$ cat config.mk
export PLATFORM = sky130hd
export DESIGN_NAME = conf_bank
export DESIGN_NICKNAME = d
export VERILOG_FILES = /design/src/rtl/conf_bank_pkg.sv /design/src/rtl/conf_bank_bcd_to_bin_seq.sv /design/src/rtl/conf_bank.sv
export SDC_FILE = /design/constraint.sdc
export NUM_CORES = 1
export LEC_CHECK = 0
export BUFFER_PORTS_ARGS = -buffer_cell sky130_fd_sc_hd__buf_2
export CORE_ASPECT_RATIO = 1.25
export CORE_MARGIN = 4
export CORE_UTILIZATION = 40
export DETAILED_ROUTE_END_ITERATION = 8
export GPL_TIMING_DRIVEN = 0
export HOLD_SLACK_MARGIN = 0.15
export PLACE_DENSITY_LB_ADDON = 0.15
export SLEW_MARGIN = 20
export SYNTH_ARGS = -nofsm -noshare
export SYNTH_HDL_FRONTEND = slang
export SYNTH_HIERARCHICAL = 1
export SYNTH_SLANG_ARGS = --single-unit
export TNS_END_PERCENT = 10
$ cat constraint.sdc
create_clock -name clk -period 7.95 [get_ports clk]
set_input_delay 0.795 -clock clk [delete_from_list [all_inputs] [get_ports clk]]
set_output_delay 0.795 -clock clk [all_outputs]
set_load 0.02 [all_outputs]
$ cat src/rtl/conf_bank_pkg.sv
// ============================================================================
// Module      : conf_bank_pkg
// Description : Shared constants for the configuration register bank:
//               digit count, entry count, binary width, reset defaults,
//               clamp limits and converter FSM state encodings.
//               The clamp limits only matter when CONF_BANK_RANGE_EN is
//               defined at compile time.
// Revision    : 1.0 - initial release
// ============================================================================
`default_nettype none

package conf_bank_pkg;

  localparam int UNIT_BCD_W   = 6;   // BCD digits per entry
  localparam int CONF_NUM_DEF = 5;   // number of entries
  localparam int CONF_BIN_W   = 20;  // binary copy width, holds 999999
  localparam int IDX_W        = 3;   // width of the entry index port

  // Reset contents; element k is entry k.
  localparam logic [CONF_NUM_DEF-1:0][4*UNIT_BCD_W-1:0] CONF_DEFAULT = {
    24'h000007, 24'h000003, 24'h000001, 24'h000003, 24'h000100
  };

  // Per-entry clamp window (BCD words, compared as raw unsigned values).
  localparam logic [CONF_NUM_DEF-1:0][4*UNIT_BCD_W-1:0] CONF_MIN = {
    24'h000001, 24'h000001, 24'h000001, 24'h000001, 24'h000001
  };
  localparam logic [CONF_NUM_DEF-1:0][4*UNIT_BCD_W-1:0] CONF_MAX = {
    24'h000050, 24'h000020, 24'h000020, 24'h000050, 24'h001000
  };

  // Converter FSM state encodings.
  localparam logic [1:0] ST_IDLE   = 2'd0;
  localparam logic [1:0] ST_LOAD   = 2'd1;
  localparam logic [1:0] ST_CONV   = 2'd2;
  localparam logic [1:0] ST_COMMIT = 2'd3;

  // True when a nibble is a legal decimal digit.
  function automatic logic nib_is_bcd(input logic [3:0] nib);
    return (nib <= 4'd9);
  endfunction

endpackage

`default_nettype wire

$ cat src/rtl/conf_bank_bcd_to_bin_seq.sv
// ============================================================================
// Module      : bcd_to_bin_seq
// Description : Sequential BCD-to-binary converter, one digit per cycle,
//               most significant digit first (acc = acc*10 + digit).
// Ports       : clk, rst_n (async, active-low), ce (clock enable)
//               start  - load bcd into the shift register, clear acc
//               bcd    - BCD word to convert
//               done   - high during the final conversion step
//               bin    - accumulator; holds the result after done
// Revision    : 1.0 - initial release
// ============================================================================
`default_nettype none

module bcd_to_bin_seq #(
  parameter int DIGITS = 6,
  parameter int BIN_W  = 20
) (
  input  logic                  clk,
  input  logic                  rst_n,
  input  logic                  ce,
  input  logic                  start,
  input  logic [4*DIGITS-1:0]   bcd,
  output logic                  done,
  output logic [BIN_W-1:0]      bin
);

  localparam int             CNT_W = (DIGITS > 1) ? $clog2(DIGITS) : 1;
  localparam logic [CNT_W-1:0] LAST = CNT_W'(DIGITS - 1);

  logic [4*DIGITS-1:0] shreg;
  logic [BIN_W-1:0]    acc;
  logic [CNT_W-1:0]    cnt;
  logic                busy;
  logic [3:0]          digit;
  logic [BIN_W-1:0]    acc_step;

  assign digit    = shreg[4*DIGITS-1 -: 4];
  // x*10 as two shifts and an add, wrapping at BIN_W bits
  assign acc_step = (acc << 3) + (acc << 1) + BIN_W'(digit);

  always_ff @(posedge clk or negedge rst_n) begin
    if (!rst_n) begin
      shreg <= '0;
      acc   <= '0;
      cnt   <= '0;
      busy  <= 1'b0;
    end else if (ce) begin
      if (start) begin
        shreg <= bcd;
        acc   <= '0;
        cnt   <= '0;
        busy  <= 1'b1;
      end else if (busy) begin
        acc   <= acc_step;
        shreg <= shreg << 4;
        cnt   <= cnt + 1'b1;
        if (cnt == LAST) begin
          busy <= 1'b0;
        end
      end
    end
  end

  assign done = busy && (cnt == LAST);
  assign bin  = acc;

endmodule

`default_nettype wire

$ cat src/rtl/conf_bank.sv
// ============================================================================
// Module      : conf_bank
// Description : Configuration register bank. Stores one BCD word per entry,
//               serves registered reads, validates writes, and keeps a
//               background-converted binary copy of every entry.
//               Compile-time option: CONF_BANK_RANGE_EN clamps accepted
//               writes into [CONF_MIN[k], CONF_MAX[k]].
// Ports       : clk, rst_n (async, active-low), ce (clock enable)
//               conf_selected_index     - entry for read/write
//               conf_selected_value     - registered BCD read data
//               conf_selected_new_value - write data
//               conf_selected_set       - write strobe
//               conf_bin                - flat binary copies
//               conf_valid              - all binary copies up to date
//               conf_err                - sticky rejected-write flag
// Revision    : 1.0 - initial release
// ============================================================================
`default_nettype none

module conf_bank
  import conf_bank_pkg::*;
#(
  parameter int CONF_NUM   = CONF_NUM_DEF,
  parameter int BCD_DIGITS = UNIT_BCD_W,
  parameter int BIN_W      = CONF_BIN_W
) (
  input  logic                      clk,
  input  logic                      rst_n,
  input  logic                      ce,
  input  logic [IDX_W-1:0]          conf_selected_index,
  output logic [4*BCD_DIGITS-1:0]   conf_selected_value,
  input  logic [4*BCD_DIGITS-1:0]   conf_selected_new_value,
  input  logic                      conf_selected_set,
  output logic [CONF_NUM*BIN_W-1:0] conf_bin,
  output logic                      conf_valid,
  output logic                      conf_err
);

  localparam int WORD_W = 4 * BCD_DIGITS;

  logic [CONF_NUM-1:0][WORD_W-1:0] bcd_mem;
  logic [CONF_NUM-1:0][BIN_W-1:0]  bin_mem;
  logic [CONF_NUM-1:0]             dirty;
  logic [IDX_W-1:0]                cur_idx;
  logic [1:0]                      state;
  logic [1:0]                      state_next;

  logic                            idx_legal;
  logic                            nibbles_ok;
  logic                            wr_accept;
  logic [IDX_W-1:0]                wr_idx;
  logic [WORD_W-1:0]               store_val;
  logic [IDX_W-1:0]                pick_idx;
  logic                            conv_start;
  logic                            conv_done;
  logic                            do_pick;
  logic                            do_commit;
  logic [BIN_W-1:0]                conv_bin;

  // ---------------------------------------------------------------- write check
  assign idx_legal = (int'(conf_selected_index) < CONF_NUM);
  assign wr_idx    = idx_legal ? conf_selected_index : '0;

  always_comb begin
    nibbles_ok = 1'b1;
    for (int d = 0; d < BCD_DIGITS; d++) begin
      if (!nib_is_bcd(conf_selected_new_value[4*d +: 4])) begin
        nibbles_ok = 1'b0;
      end
    end
  end

  assign wr_accept = conf_selected_set && idx_legal && nibbles_ok;

`ifdef CONF_BANK_RANGE_EN
  // Raw unsigned compare is ordered correctly because every digit is <= 9.
  always_comb begin
    store_val = conf_selected_new_value;
    if (conf_selected_new_value < CONF_MIN[wr_idx]) begin
      store_val = CONF_MIN[wr_idx];
    end else if (conf_selected_new_value > CONF_MAX[wr_idx]) begin
      store_val = CONF_MAX[wr_idx];
    end
  end
`else
  assign store_val = conf_selected_new_value;
`endif

  // ---------------------------------------------------------- dirty arbitration
  // Lowest dirty index wins: scan downward so the last hit is the smallest.
  always_comb begin
    pick_idx = '0;
    for (int k = CONF_NUM - 1; k >= 0; k--) begin
      if (dirty[k]) begin
        pick_idx = IDX_W'(k);
      end
    end
  end

  // ------------------------------------------------------------- FSM: register
  always_ff @(posedge clk or negedge rst_n) begin
    if (!rst_n) begin
      state <= ST_IDLE;
    end else if (ce) begin
      state <= state_next;
    end
  end

  // ----------------------------------------------------------- FSM: next state
  always_comb begin
    state_next = state;
    case (state)
      ST_IDLE:   if (|dirty) state_next = ST_LOAD;
      ST_LOAD:   state_next = ST_CONV;
      ST_CONV:   if (conv_done) state_next = ST_COMMIT;
      ST_COMMIT: state_next = ST_IDLE;
      default:   state_next = ST_IDLE;
    endcase
  end

  // --------------------------------------------------------------- FSM: outputs
  always_comb begin
    do_pick    = (state == ST_IDLE) && (|dirty);
    conv_start = (state == ST_LOAD);
    do_commit  = (state == ST_COMMIT);
  end

  // ------------------------------------------------------------------ datapath
  always_ff @(posedge clk or negedge rst_n) begin
    if (!rst_n) begin
      bcd_mem             <= CONF_DEFAULT;
      bin_mem             <= '0;
      dirty               <= '1;
      cur_idx             <= '0;
      conf_selected_value <= '0;
      conf_valid          <= 1'b0;
      conf_err            <= 1'b0;
    end else if (ce) begin
      conf_selected_value <= idx_legal ? bcd_mem[conf_selected_index] : '0;
      conf_valid          <= (dirty == '0) && (state == ST_IDLE);

      if (do_pick) begin
        cur_idx <= pick_idx;
      end
      if (do_commit) begin
        bin_mem[cur_idx] <= conv_bin;
      end

      // The pick clears its bit from the pre-write vector; a write on the
      // same cycle (even to the picked entry) sets its bit afterwards so it
      // survives and forces another pass.
      begin
        logic [CONF_NUM-1:0] dirty_n;
        dirty_n = dirty;
        if (do_pick) begin
          dirty_n[pick_idx] = 1'b0;
        end
        if (wr_accept) begin
          dirty_n[wr_idx] = 1'b1;
        end
        dirty <= dirty_n;
      end

      if (conf_selected_set) begin
        if (wr_accept) begin
          bcd_mem[wr_idx] <= store_val;
          conf_err        <= 1'b0;
        end else begin
          conf_err        <= 1'b1;
        end
      end
    end
  end

  bcd_to_bin_seq #(
    .DIGITS (BCD_DIGITS),
    .BIN_W  (BIN_W)
  ) u_conv (
    .clk   (clk),
    .rst_n (rst_n),
    .ce    (ce),
    .start (conv_start),
    .bcd   (bcd_mem[cur_idx]),
    .done  (conv_done),
    .bin   (conv_bin)
  );

  assign conf_bin = bin_mem;

endmodule

`default_nettype wire

Yosys cells after proc, flatten, opt, wreduce, memory -nomap -nowiden
Cells that the tools add are included.
Widths: inputs -> output; s select.
{"block": "totals", "regBits": 304, "input_bits": 31, "output_inout_bits": 126, "elab_cells": 107}
{"block": "op_classes", "n_addsub": 3, "magnitude_cmp": 14, "n_eq_ne": 6, "n_mux": 43, "bitwise_logic": 3, "reduce_logical": 18}
{"cell": "$bmux 24 s3", "n": 2}
{"cell": "$mux 24", "n": 6}
{"cell": "$bwmux 120", "n": 1}
{"cell": "$bwmux 100", "n": 1}
{"cell": "$demux 24 s3", "n": 1}
{"cell": "$demux 20 s3", "n": 1}
{"cell": "$mux 20", "n": 3}
{"cell": "$le 4x4->1 const B", "n": 6}
{"cell": "$mux 3", "n": 8}
{"cell": "$add 20x20->20", "n": 1}
{"cell": "$add 20x4->20", "n": 1}
{"cell": "$lt 3x4->1 const B", "n": 4}
{"cell": "$mux 5", "n": 3}
{"cell": "$mux 1", "n": 12}
{"cell": "$ge 3x1->1 const B", "n": 3}
{"cell": "$logic_and 1x1->1", "n": 8}
{"cell": "$pmux 2 s4", "n": 1}
{"cell": "$reduce_and 2->1", "n": 4}
{"cell": "$demux 1 s3", "n": 2}
{"cell": "$reduce_and 3->1", "n": 2}
{"cell": "$and 5x5->5", "n": 1}
{"cell": "$logic_not 5->1", "n": 1}
{"cell": "$not 5->5", "n": 1}
{"cell": "$or 5x5->5", "n": 1}
{"cell": "other kinds (10)", "n": 13}

Logic depth before layout (Yosys ltp)
{"block": "logic_depth", "word_depth": 15, "depth_mapped": 10, "mapped_depth_nobuf": 10}

Modules after synthesis
The synthesis kept the hierarchy.
{"mod": "conf_bank", "n_inst": 1, "cells_per_inst": 792, "area_each_um2": 11473.5, "seq_area_each_um2": 6423.7}
{"mod": "bcd_to_bin_seq", "n_inst": 1, "cells_per_inst": 320, "area_each_um2": 3136.8, "seq_area_each_um2": 1201.2}

Worst setup path before layout
Ideal clock, no wire load.
{"block": "synth_timing", "path_type": "register to register", "start": "register u_conv.acc[0] (netlist: u_conv/bin[0])", "end": "register u_conv.acc[10] (netlist: u_conv/bin[10])", "setup_time_ps": 131, "arrival_time_ps": 2461, "t_required_ps": 7819, "slack_ps": 5358, "stages_incl_launch_ff": 11, "n_path_buf": 0, "period_less_slack_ps": 2592, "cell_sequence": "dfrtp_1 -> inv_1 -> fa_1 -> inv_1 -> fa_1 -> a21o_1 -> a31o_1 -> a21o_1 -> a21oi_2 -> xor2_1 -> o21ai_1"}
{"block": "synth_between", "elab_chain_len": 4}
{"element": "start: declaration", "line": "conf_bank_bcd_to_bin_seq.sv:31", "text": "logic [BIN_W-1:0] acc;"}
{"element": "start signal: assignment", "line": "conf_bank_bcd_to_bin_seq.sv:54", "text": "acc <= acc_step;"}
{"element": "$add 20x20->20", "line": "conf_bank_bcd_to_bin_seq.sv:39", "text": "assign acc_step = (acc << 3) + (acc << 1) + BIN_W'(digit);"}
{"element": "$add 20x4->20", "line": "conf_bank_bcd_to_bin_seq.sv:39"}
{"element": "$mux 20", "line": "conf_bank_bcd_to_bin_seq.sv:53", "text": "end else if (busy) begin"}
{"element": "$mux 20", "line": "conf_bank_bcd_to_bin_seq.sv:48", "text": "if (start) begin"}
Every way passes these cells. The select of a mux whose other input is x is not followed.
A chain may end at the register's enable or synchronous reset.

Final worst setup path
Same ends and word-level chain as after synthesis.

==> impl_metrics.tcl <==
set metrics [dict create \
    finalCriticalPeriod_ns 2.881 \
    critPathMaxFanout 8 \
    ios 157 \
    dp_hpwl_um 26620 \
    yosysTopAreaCellShare_pct 49.67 \
    finalSetupTns_ns 0 \
    register_area_um2 7625 \
    dp_cells 1747 \
    yosys.cell_types.count 63 \
    maxCapViolCount 0 \
    via_count 9722 \
    outcome "complete, no violations" \
    worst_pin_slew_ns 1.052 \
    path_cells "inv_1 -> fa_1 -> inv_1 -> fa_1 -> a21o_1 -> a31o_1 -> a21o_1 -> a21oi_2 -> xor2_1 -> o21ai_1" \
    cpLargestDelayFamily "adder cells" \
    synth-edff-count 0 \
    yosysWarningCount 6 \
    grt_setup_unrepaired "false" \
    synth_top_area_cell "dfrtp_1" \
    p_leak_nw 8.392 \
    pwr-share-seq_pct 41.3 \
    fin_crit_sh_pct 36.24 \
    critPathArrivalTime_ns 3.26 \
    core_area_um2 36210 \
    critPathKind "reg2reg" \
    drt-total-wl_um 38390 \
    maxClockFrequency_mhz 347.1 \
    yosysSeqAreaShare_pct 52.19 \
    numCtsBuffers 34 \
    synth_area_um2 14610 \
    cp_slowest_stage_delay_ns 0.53 \
    synthCells 1112 \
    slowest_stage "fa_1" \
    p_per_area_nw_per_um2 270.2 \
    synthArstFlopShare_pct 100.0 \
    grt_start_max_net_pins 97 \
    finClkSkew_ns 0.02387 \
    port_buffers 152 \
    drc 0 \
    dp_slack_ns 4.611 \
    clkSlewWorstSetupHoldPaths_ns 0.06 \
    min_path_type "reg2reg" \
    end_kind "flop" \
    ff2ff_setup_slack_ns 5.07 \
    drv_slew 0 \
    critPathBufInv 2 \
    syn_to_final_growth_pct 17.91 \
    hold_viol 0 \
    wl_per_cell_um 21.25 \
    die_area_um2 39670 \
    track_usage_pct 19.54 \
    grt_overflow 0 \
    ctsHoldBuffers 1 \
    gp_congestion 0.8144 \
    finalNonFillerCells 1807 \
    setup_viol_count_final 0 \
    initial_utilization_pct 40.35 \
    grt_pass1_vias 10128 \
    synth_seq_cells 304 \
    first_iter_violations 536 \
    synthTopCellsByArea "dfrtp_1, mux2_2, mux4_2, ha_1, dfstp_2" \
    comb_power_share_pct 23.6 \
    antenna_cells 0 \
    postSynthAreaPerCell_um2 13.14 \
    antenna_found_initial 3 \
    syn_nets 1185 \
    die_y_um 221.7 \
    total_power_mw 4.655 \
    final_cell_mix "dfrtp_1, mux2_2, buf_2, nand2_1, o21ai_0" \
    cts_tree "built" \
    die_w_um 178.9 \
    htreeDepth 2 \
    clock_power_share_pct 35.1 \
    postRouteAntennaNets 0 \
    ir_worst_vdd_mv 0.1435 \
    fin_hold_ws_ns 0.4785 \
    synthFlopType "dfrtp_1" \
    start_kind "flop" \
    multiInputGateArea_um2 6514 \
    slew_headroom_pct 29.89 \
    cts.sinks 304 \
    fin_nets 1377 \
    p_sw_mw 1.488 \
    setup_ws_ns 5.069 \
    crit_required_ns 8.33 \
    swShare_pct 31.97 \
    nFillCells 3297 \
    clock-root-buffer "clkbuf_16" \
    post_cts_resized 0 \
    power_report.internal_total_mw 3.166 \
    cts_max_path_buffers 3 \
    row_count 78 \
    vias_per_cell 5.380 \
    layout_commonest_cell "dfrtp_1" \
    clk-insertion-delay-late_ns 0.53 \
    drt_first_pass_iters 5 \
    drive_above_1_share_pct 39.56 \
    grt_pass1_wl_um 60410 \
    cts_setup_buffers 0 \
]
## Yosys cell counts (all sizes together), types with 9 or more instances
cell type / n
a21oi: 42
a22oi: 45
buf: 32
clkbuf: 36
dfrtp: 290
dfstp: 14
ha: 40
inv: 29
mux2: 231
mux2i: 20
mux4: 38
nand2: 62
nand3: 9
nor2: 38
o21ai: 68
o22ai: 11
## kinds of logic (layout without fill, tap and decap cells)
| group | after synthesis | after routing | synth area share (%) |
|---|---|---|---|
| DFF | 304 | 304 | 52.19 |
| muxes | 289 | 289 | 25.03 |
| AOI/OAI and AO/OA | 213 | 213 | 9.472 |
| and+or+nand+nor | 150 | 150 | 5.421 |
| buffers and inverters | 98 | 313 | 3.229 |
| adders and majority gates | 42 | 42 | 3.700 |
| xor gates and xnor gates | 16 | 16 | 0.9592 |
## layer usage
layer	vias up	part of all wire [%]	routed length (um)	GRT usage, %
met1	4969	42	16170	25.58
met3	63	4.8	1861	3.394
met4	6	2.5	967	5.326
li1	4472	-	-	-
met5	-	0.060	23	0
met2	212	50	19370	33.35
## power by group through the flow
stage               Combinational (mW)  Clock [mW]  Sequential [mW]
floorplan                        0.682           0             1.97
global placement                  1.09           0             1.95
detailed placement                1.11           0             1.96
CTS                               1.12        1.69             1.93
global route                      1.22        1.74             1.95
finish                            1.10        1.63             1.92
## registers in the layout, indices dropped and copies added, names as in the netlist
name	count
u_conv/cnt	3
u_conv/busy	1
u_conv/shreg	24
dirty	5
state	2
conf_selected_value	24
u_conv/bin	20
conf_valid	1
conf_err	1
conf_bin	100
bcd_mem	120
cur_idx	3
## through the flow
stage               cell area, um2  utilization, %
floorplan                    14610               -
global placement             15970           44.11
detailed placement           16060           44.37
CTS                          17230           47.58
global route                 17230           47.58
finish                       17230           47.58
## area by class of cell
cell class / count / area share (%)
Sequential cell: 304 / 44.26
Inverter: 30 / 0.6537
Clock buffer: 49 / 5.796
Timing Repair Buffer: 156 / 5.012
Buffer: 68 / 2.085
Tap cell: 480 / 3.486
Multi-Input combinational cell: 710 / 37.81
Clock inverter: 10 / 0.8934
## final timing paths
check / depth (start not counted) / to / from
max reg2reg: 10 / u_conv/bin[10] / u_conv/bin[0]
min in group asynchronous: 2 / bcd_mem[26] / rst_n
min: 2 / u_conv/shreg[17] / u_conv/shreg[17]
max: 10 / u_conv/bin[10] / u_conv/bin[0]
min reg2reg: 2 / u_conv/shreg[17] / u_conv/shreg[17]
max in group asynchronous: 4 / bcd_mem[92] / rst_n
## worst min-delay path, cell delays in order, from the launching register on
cell and delay, ns:
dfrtp_1 0.34, nand2_1 0.05, o21ai_0 0.06
No activity file was read; power rests on OpenSTA's default activity.
